--- config.mk ---
export PLATFORM = sky130hd
export DESIGN_NAME = led_serial_receiver
export DESIGN_NICKNAME = d
export VERILOG_FILES = /design/src/rtl/led_serial_receiver.sv
export SDC_FILE = /design/constraint.sdc
export NUM_CORES = 1
export LEC_CHECK = 0
export ABC_AREA = 0
export CORE_MARGIN = 2
export CORE_UTILIZATION = 55
export DETAILED_ROUTE_END_ITERATION = 10
export PLACE_DENSITY = 0.82
export SLEW_MARGIN = 20
export SYNTH_ARGS = -nofsm -noshare
export SYNTH_HDL_FRONTEND = slang
export SYNTH_SLANG_ARGS = --single-unit
--- constraint.sdc ---
create_clock -name i_CLK -period 2.8 [get_ports i_CLK]
set_input_delay 0.84 -clock i_CLK [delete_from_list [all_inputs] [get_ports i_CLK]]
set_output_delay 0.84 -clock i_CLK [all_outputs]
set_load 0.01 [all_outputs]
--- src/rtl/led_serial_receiver.sv ---
// Serial-to-parallel receiver for the three-wire LED link (SCLK, SData, SLatch_n).
// Rebuilds WIDTH-bit words, checks frame length and strobes o_Valid or o_FrameErr.
module led_serial_receiver #(
  parameter int WIDTH       = 16,
  parameter int SYNC_STAGES = 2,
  parameter int BYTE_SWAP   = 1
) (
  input  logic             i_CLK,
  input  logic             i_RESET_n,
  input  logic             i_SCLK,
  input  logic             i_SData,
  input  logic             i_SLatch_n,
  output logic [WIDTH-1:0] o_Data16,
  output logic             o_Valid,
  output logic             o_FrameErr,
  output logic             o_Busy
);

  // state   | meaning
  // IDLE    | no bits held, count = 0
  // SHIFT   | 1..WIDTH bits held
  // OVERRUN | more than WIDTH bits seen, further bits discarded
  typedef enum logic [1:0] {IDLE, SHIFT, OVERRUN} state_t;

  localparam int CW = $clog2(WIDTH + 2);
  localparam int IW = $clog2(WIDTH);
  localparam logic [CW-1:0] CNT_FULL  = CW'(WIDTH);
  localparam logic [CW-1:0] CNT_OVR   = CW'(WIDTH + 1);
  localparam logic [CW-1:0] SWAP_MASK = (BYTE_SWAP != 0) ? CW'(8) : '0;

  logic [SYNC_STAGES-1:0] r_sclk_sync;
  logic [SYNC_STAGES-1:0] r_sdata_sync;
  logic [SYNC_STAGES-1:0] r_latch_sync;
  logic                   r_sclk_prev;
  logic                   r_latch_prev;

  state_t           r_state;
  logic [CW-1:0]    r_count;
  logic [WIDTH-1:0] r_shift;

  logic             w_sclk_rise;
  logic             w_latch_fall;
  logic             w_sdata;
  logic [CW-1:0]    w_pos;
  state_t           w_state_nxt;
  logic [CW-1:0]    w_count_nxt;
  logic [WIDTH-1:0] w_shift_nxt;

  // Flops preset to link idle levels so reset release never looks like an edge
  always_ff @(posedge i_CLK or negedge i_RESET_n) begin
    if (!i_RESET_n) begin
      r_sclk_sync  <= '0;
      r_sdata_sync <= '0;
      r_latch_sync <= '1;
      r_sclk_prev  <= 1'b0;
      r_latch_prev <= 1'b1;
    end else begin
      r_sclk_sync  <= {r_sclk_sync[SYNC_STAGES-2:0], i_SCLK};
      r_sdata_sync <= {r_sdata_sync[SYNC_STAGES-2:0], i_SData};
      r_latch_sync <= {r_latch_sync[SYNC_STAGES-2:0], i_SLatch_n};
      r_sclk_prev  <= r_sclk_sync[SYNC_STAGES-1];
      r_latch_prev <= r_latch_sync[SYNC_STAGES-1];
    end
  end

  assign w_sclk_rise  = r_sclk_sync[SYNC_STAGES-1] & ~r_sclk_prev;
  assign w_latch_fall = ~r_latch_sync[SYNC_STAGES-1] & r_latch_prev;
  assign w_sdata      = r_sdata_sync[SYNC_STAGES-1];
  assign w_pos        = r_count ^ SWAP_MASK;

  // Shift happens before the frame check so a bit and latch in one cycle count
  always_comb begin
    w_state_nxt = r_state;
    w_count_nxt = r_count;
    w_shift_nxt = r_shift;
    if (w_sclk_rise) begin
      case (r_state)
        IDLE, SHIFT: begin
          if (r_count == CNT_FULL) begin
            w_state_nxt = OVERRUN;
            w_count_nxt = CNT_OVR;
          end else begin
            if (w_pos < CNT_FULL) w_shift_nxt[w_pos[IW-1:0]] = w_sdata;
            w_count_nxt = r_count + CW'(1);
            w_state_nxt = SHIFT;
          end
        end
        default: begin
          w_state_nxt = OVERRUN;
          w_count_nxt = CNT_OVR;
        end
      endcase
    end
  end

  always_ff @(posedge i_CLK or negedge i_RESET_n) begin
    if (!i_RESET_n) begin
      r_state    <= IDLE;
      r_count    <= '0;
      r_shift    <= '0;
      o_Data16   <= '0;
      o_Valid    <= 1'b0;
      o_FrameErr <= 1'b0;
      o_Busy     <= 1'b0;
    end else begin
      o_Valid    <= 1'b0;
      o_FrameErr <= 1'b0;
      if (w_latch_fall) begin
        if (w_state_nxt == SHIFT && w_count_nxt == CNT_FULL) begin
          o_Data16 <= w_shift_nxt;
          o_Valid  <= 1'b1;
        end else begin
          o_FrameErr <= 1'b1;
        end
        r_state <= IDLE;
        r_count <= '0;
        r_shift <= '0;
        o_Busy  <= 1'b0;
      end else begin
        r_state <= w_state_nxt;
        r_count <= w_count_nxt;
        r_shift <= w_shift_nxt;
        o_Busy  <= (w_state_nxt != IDLE);
      end
    end
  end

endmodule

==> reports/qor.log, run 1 <==
INFO  status         outcome=finished clean
INFO  timing         finalClockSkew=0.00702ns
INFO  cts            clock_sinks=50
INFO  routing        drc_errors=0
INFO  synth          synth-edff-count=0
INFO  cts            post_cts.resized_instances=0
INFO  routing        met2RoutedLength=1.99mm
INFO  worst_setup_path timing.critical_path.cells=inv_1 > ha_1 > and4bb_4 > or4_1 > a31o_1 > nor4b_4 > buf_4 > mux2i_1
INFO  final_layout   final_layout_size_suffix_gt1_share=8.60%
INFO  synth          syn-cell-area=2190µm²
INFO  floorplan      die-height=67.1µm
INFO  routing        met1_length=1.76mm
INFO  worst_setup_path worstSetupEndpointType=register
INFO  routing        dr.first_iter.drc_count=104
INFO  global_route   grtUsageTotal=20.9%
INFO  placement      finalWeightedCongestion=0.836
INFO  pwr            share_clk_of_total_power=35.3%
INFO  synth          synth.yosys.seq_area_share=57.2%
INFO  worst_setup_path worst_path_max_delay_cell=dfrtp_1
INFO  pwr            int_pwr=1.03mW
INFO  worst_setup_path slowest_delay=0.49ns
INFO  global_route   antenna_found_initial=0
INFO  pwr            finalPower=1.34mW
INFO  cts            cts_tree=built
INFO  synth          synth_cell_type_count=32
INFO  worst_hold_path worstHoldPathType=reg -> reg
INFO  floorplan      fp.dieArea=4510µm²
INFO  pwr            p_sw_share=22.9%
INFO  floorplan      pin_count=24
INFO  pwr            cellLeakagePower=1.20nW
INFO  cts            cts_hold_buffers=0
INFO  routing        routed_wl=3.98mm
INFO  synth          synth-warning-count=0
INFO  pwr            net_switching_power=306µW
INFO  timing         maxClockFrequency=0.394GHz
INFO  pwr            combinational_share_of_power=7.7%
INFO  cts            clk_root_buffer_cell=clkbuf_8
INFO  synth          dominantRegCellSynth=dfrtp_1
INFO  worst_setup_path timing.critical_path.fanout_max=10
INFO  timing         grt_setup_unrepaired=no
INFO  cts            clock_tree.htree_level_count=2
INFO  cts            cts-buffers-inserted=5
INFO  placement      dp_worst_setup_slack=0.288ns
INFO  floorplan      fp.dieW=67.1µm
INFO  cts            clk_latency=0.30ns
INFO  worst_setup_path worst-endpoint-required=3.02ns
INFO  placement      detailedPlacementHpwl=2.68mm
INFO  job            max-cap-violations=0
INFO  placement      numPortBuffers=23
INFO  worst_setup_path timing.setup.critical_path_class=reg -> reg
INFO  global_route   grt_pass1_vias=1,501
INFO  floorplan      core_area=3740µm²
INFO  pwr            vdd.ir_drop.worst=0.000434V
INFO  routing        via_cell_ratio=5.45
INFO  timing         final_count_of_hold_timing_violations=0
INFO  routing        drt_first_pass_iters=4
INFO  cts            postCtsSetupBuffers=0
INFO  routing        wl_per_cell=14.8µm
INFO  cts            cts.path.max_buffers=2
INFO  global_route   grt_first_pass_wirelength=6.98mm
INFO  worst_setup_path worstSetupStartpointType=register
INFO  synth          postSynth.asyncResetShare=100%
INFO  timing         setup-violations-final=0
INFO  synth          post_synth_inst_count=195
INFO  final_layout   fin_nets=229
INFO  worst_setup_path cp.buffers_inverters=2
INFO  pwr            power_density=521nW/µm²
INFO  global_route   grt_start_max_net_pins=51
INFO  timing         setup_ws=0.262ns
INFO  timing         maxSlewViolCount=0
INFO  floorplan      initial_util=58.6%
INFO  timing         final.period_utilization=90.6%
INFO  global_route   globalRoute.totalOverflow=0
INFO  timing         tns=0ns
INFO  final_layout   most-common-layout-cells=47 x dfrtp_1, 32 x mux2i_1, 23 x nor2_1
INFO  worst_setup_path crit_arrival=2.75ns
INFO  pwr            power.share.sequential=57.0%
INFO  timing         worst_slew_margin_rel=59.4%
INFO  synth          avgSynthCellArea=11.2µm²
INFO  final_layout   syn_to_final_growth=17.3%
INFO  timing         timing.final.crit_period=2.54ns
INFO  floorplan      fp-row-count=22
INFO  routing        ant_nets=0
INFO  synth          ys_seq_elements=50
INFO  routing        detailroute.wirelength.met3=159µm
INFO  worst_setup_path timing.reg2reg.setup_slack=0.26ns
INFO  worst_setup_path crit_family=simple AND/OR/NAND/NOR gates
INFO  timing         worst_slew_pin_slew=0.610ns
INFO  routing        routed-via-count=1,466
INFO  final_layout   mostFrequentLayoutCell=dfrtp_1
INFO  synth          postSynthNetCount=204
INFO  cts            path_clk_slew=0.08ns
INFO  final_layout   n_antenna_cell=0
INFO  routing        route.top_layer_used=met4
-- logic make-up after synthesis --
| family | Yosys count | share of synthesized area (%) |
|---|---|---|
| simple gates | 63 | 14.8 |
| flops | 50 | 57.2 |
| xor+xnor | 1 | 0.400 |
| compound gates | 16 | 4.57 |
| buf+inv | 29 | 6.11 |
| fa+ha+maj | 4 | 2.28 |
| mux | 32 | 14.6 |
-- registers in the layout, indices dropped and copies added (netlist names) --
| name | flops |
|---|---|
| o_Data16 | 16 |
| r_shift | 16 |
| r_count | 5 |
| r_latch_sync | 2 |
| r_sclk_sync | 2 |
| r_sdata_sync | 2 |
| r_state | 2 |
| o_Busy | 1 |
| o_FrameErr | 1 |
| o_Valid | 1 |
| r_latch_prev | 1 |
| r_sclk_prev | 1 |
-- cell usage after synthesis (all sizes together), types with 4 or more instances --
cell | count | area share [%]
mux2i | 32 | 15
and2 | 4 | 1.1
nand3 | 7 | 1.6
clkbuf | 7 | 1.2
nor2 | 23 | 3.9
ha | 4 | 2.3
dfrtp | 47 | 54
a21oi | 7 | 1.6
inv | 19 | 3.3
nand2 | 12 | 2.1
nor2b | 4 | 1.1
-- power groups by stage --
stage	Combinational [mW]	Sequential, mW	Clock [mW]
2_1_floorplan	0.0623	0.771	0
3_3_place_gp	0.0987	0.774	0
3_5_place_dp	0.104	0.776	0
4_1_cts	0.104	0.762	0.479
5_1_grt	0.116	0.766	0.517
6_report	0.103	0.763	0.473
-- final cells by class --
| class | count | area (µm²) |
|---|---|---|
| sequential | 50 | 1250 |
| fill | 286 | 1170 |
| multi-input combinational | 116 | 812 |
| timing repair buffer | 28 | 263 |
| clock buffer | 8 | 110 |
| inverter | 19 | 71.3 |
| tap | 48 | 60.1 |
-- per-stage QoR --
stage | util, % | instances | area (µm²) | hold WS, ns
after global routing | 68.7 | 269 | 2570 | 0.364
after global placement | 65.7 | 261 | 2460 | 0.333
after detailed placement | 65.7 | 261 | 2460 | 0.342
after CTS | 68.7 | 269 | 2570 | 0.360
after floorplan | - | 195 | 2190 | 0.331
final | 68.7 | 269 | 2570 | 0.355
-- path summary, 6_finish.rpt --
kind                            cells past startpoint        endpoint           start
worst max-delay path                                8     o_Data16[6]      r_count[0]
worst min-delay path                                0  r_sclk_sync[1]  r_sclk_sync[0]
worst max register to register                      8     o_Data16[6]      r_count[0]
worst min register to register                      0  r_sclk_sync[1]  r_sclk_sync[0]
max in group asynchronous                           2     o_Data16[2]       i_RESET_n
min in group asynchronous                           2     o_Data16[4]       i_RESET_n
-- per-layer routing --
layer,vias up,global-route usage [%]
li1,691,-
met1,736,27.1
met2,32,34.3
met3,7,5.50
met4,0,6.89
met5,-,0
(Power assumes the default switching activity.)
==> run 2: changes to the inputs <==
--- a/config.mk
+++ b/config.mk
@@ -6,10 +6,12 @@
 export NUM_CORES = 1
 export LEC_CHECK = 0
 export ABC_AREA = 0
+export CORE_ASPECT_RATIO = 0.5
 export CORE_MARGIN = 2
 export CORE_UTILIZATION = 55
 export DETAILED_ROUTE_END_ITERATION = 10
 export PLACE_DENSITY = 0.82
+export SKIP_LAST_GASP = 1
 export SLEW_MARGIN = 20
 export SYNTH_ARGS = -nofsm -noshare
 export SYNTH_HDL_FRONTEND = slang
==> reports/qor.log, run 2 (same netlist as run 1, synthesis figures left out) <==
INFO  pwr            p_sw_share=25.3% [+2.4 points]
INFO  timing         maxSlewViolCount=0 [unchanged]
INFO  worst_setup_path worstSetupStartpointType=register
INFO  routing        drt_first_pass_iters=4 [unchanged]
INFO  placement      finalWeightedCongestion=0.875 [+4.6%]
INFO  timing         final_count_of_hold_timing_violations=0 [unchanged]
INFO  worst_setup_path worst-endpoint-required=3.03ns [about the same]
INFO  floorplan      fp.dieArea=4540µm² [+0.68%]
INFO  routing        drc_errors=0 [unchanged]
INFO  timing         maxClockFrequency=0.398GHz [+1.1%]
INFO  cts            post_cts.resized_instances=0 [unchanged]
INFO  final_layout   syn_to_final_growth=17.1%
INFO  final_layout   biggestRegsByFlops=o_Data16: 16 flops, r_shift: 16 flops, r_count: 5 flops
INFO  cts            cts.path.max_buffers=2 [unchanged]
INFO  cts            postCtsSetupBuffers=0 [unchanged]
INFO  timing         worst_slew_margin_rel=63.4% [+4.1 points]
INFO  timing         tns=0ns [unchanged]
INFO  final_layout   mostFrequentLayoutCell=dfrtp_1
INFO  worst_setup_path timing.setup.critical_path_class=reg -> reg
INFO  global_route   gr-usage-met2=32.4% [-1.9 points]
INFO  floorplan      die-height=48.6µm [-28%]
INFO  timing         grt_setup_unrepaired=no
INFO  placement      detailedPlacementHpwl=2.59mm [-3.4%]
INFO  routing        routed_wl=3.93mm [-1.3%]
INFO  floorplan      core_area=3860µm² [+3.2%]
INFO  pwr            vdd.ir_drop.worst=0.000294V [-32%]
INFO  timing         worst_slew_pin_slew=0.541ns [-0.0684 ns]
INFO  floorplan      initial_util=56.7% [-1.8 points]
INFO  worst_setup_path timing.critical_path.fanout_max=17 [+7]
INFO  routing        routed-via-count=1,423 [-2.9%]
INFO  placement      numPortBuffers=23 [unchanged]
INFO  worst_setup_path worstSetupEndpointType=register
INFO  job            max-cap-violations=0 [unchanged]
INFO  pwr            int_pwr=961µW [-7.0%]
INFO  floorplan      fp-row-count=16 [-27%]
INFO  routing        wl_per_cell=14.3µm [-3.4%]
INFO  pwr            net_switching_power=325µW [+5.9%]
INFO  pwr            combinational_share_of_power=8.0% [+0.3 points]
INFO  cts            path_clk_slew=0.09ns [about the same]
INFO  final_layout   final_layout_size_suffix_gt1_share=8.14% [-0.45 points]
INFO  worst_hold_path worstHoldPathType=reg -> reg
INFO  cts            clock_sinks=50 [unchanged]
INFO  worst_setup_path crit_arrival=2.74ns [about the same]
INFO  cts            cts_tree=built
INFO  floorplan      pin_count=24 [unchanged]
INFO  cts            clk_latency=0.31ns [about the same]
INFO  cts            cts-buffers-inserted=5 [unchanged]
INFO  timing         timing.final.crit_period=2.51ns [-0.0266 ns]
INFO  global_route   met1_usage=27.0% [-0.095 points]
INFO  routing        via_cell_ratio=5.17 [-5.1%]
INFO  routing        dr.first_iter.drc_count=50 [-52%]
INFO  global_route   grt_pass1_vias=1,502 [+0.067%]
INFO  final_layout   most-common-layout-cells=47 x dfrtp_1, 32 x mux2i_1, 23 x nor2_1
INFO  timing         final.period_utilization=89.7% [-0.95 points]
INFO  status         outcome=finished clean
INFO  global_route   grt_start_max_net_pins=26 [-49%]
INFO  timing         setup-violations-final=0 [unchanged]
INFO  global_route   grt_first_pass_wirelength=6.93mm [-0.59%]
INFO  global_route   grtUsageTotal=20.5% [-0.34 points]
INFO  timing         finalClockSkew=0.00295ns [-0.00407 ns]
INFO  pwr            cellLeakagePower=1.19nW [-0.94%]
INFO  cts            clk_root_buffer_cell=clkbuf_8
INFO  global_route   globalRoute.totalOverflow=0 [unchanged]
INFO  global_route   antenna_found_initial=0 [unchanged]
INFO  pwr            share_clk_of_total_power=32.6% [-2.7 points]
INFO  cts            clock_tree.htree_level_count=2 [unchanged]
INFO  pwr            power_density=501nW/µm² [-3.9%]
INFO  final_layout   fin_nets=229 [unchanged]
INFO  final_layout   n_antenna_cell=0 [unchanged]
INFO  cts            cts_hold_buffers=0 [unchanged]
INFO  floorplan      fp.dieW=93.3µm [+39%]
INFO  global_route   gr-usage-met3=5.30% [-0.20 points]
INFO  global_route   busiest_layer=met2
INFO  routing        ant_nets=0 [unchanged]
INFO  pwr            finalPower=1.29mW [-4.0%]
INFO  pwr            power.share.sequential=59.5% [+2.5 points]
[run 2: cell types whose count changed in the layout (fill, tap and decap cells not counted), sizes merged]
| cell | change |
|---|---|
| clkbuf | -2 |
| clkinv | +2 |
[run 2: final timing paths]
path	start	endpoint	slack [ns]	cells past startpoint
setup / recovery	r_count[0]	o_Data16[5]	0.29	8
hold / removal	r_sdata_sync[0]	r_sdata_sync[1]	0.36	0
setup reg to reg	r_count[0]	o_Data16[5]	0.29	8
hold reg to reg	r_sdata_sync[0]	r_sdata_sync[1]	0.36	0
max in group asynchronous	i_RESET_n	r_latch_sync[0]	1.78	2
min in group asynchronous	i_RESET_n	r_sdata_sync[0]	0.41	1
[run 2: layout make-up]
| class | count | area [µm²] |
|---|---|---|
| Tap cell | 54 | 67.6 |
| Clock inverter | 2 | 13.8 |
| Inverter | 19 | 71.3 |
| Timing Repair Buffer | 28 | 275 |
| Sequential cell | 50 | 1250 |
| Clock buffer | 6 | 72.6 |
| Fill cell | 283 | 1300 |
| Multi-Input combinational cell | 116 | 812 |
[run 2: power groups by stage]
| stage | clock [mW] | sequential, mW | combinational [mW] |
|---|---|---|---|
| floorplan | 0 | 0.771 | 0.0623 |
| global placement | 0 | 0.776 | 0.0992 |
| detailed placement | 0 | 0.778 | 0.102 |
| CTS | 0.426 | 0.764 | 0.104 |
| global route | 0.459 | 0.768 | 0.116 |
| finish | 0.419 | 0.764 | 0.102 |
[run 2: metrics by stage]
stage	hold WS, ns	instances	instance area [µm²]	worst slack, ns	utilization (%)
floorplan	0.331	195	2190	0.448	-
global placement	0.335	267	2480	0.415	64.2
detailed placement	0.336	267	2480	0.289	64.2
CTS	0.356	275	2570	0.277	66.5
global route	0.368	275	2570	0.156	66.5
finish	0.356	275	2570	0.289	66.5
[run 2: critical path: stages, from the launching register on]
cell	delay, ns
dfrtp_1	0.50
inv_1	0.10
ha_1	0.22
and4bb_4	0.22
or4_1	0.40
a31o_1	0.27
nor4b_4	0.28
buf_12	0.21
mux2i_1	0.22
[run 2: layer usage]
layer | wire length, µm | share of wire [%]
met5 | 0 | 0
met4 | 76 | 1.9
met3 | 125 | 3.2
met2 | 1850 | 47
met1 | 1870 | 48
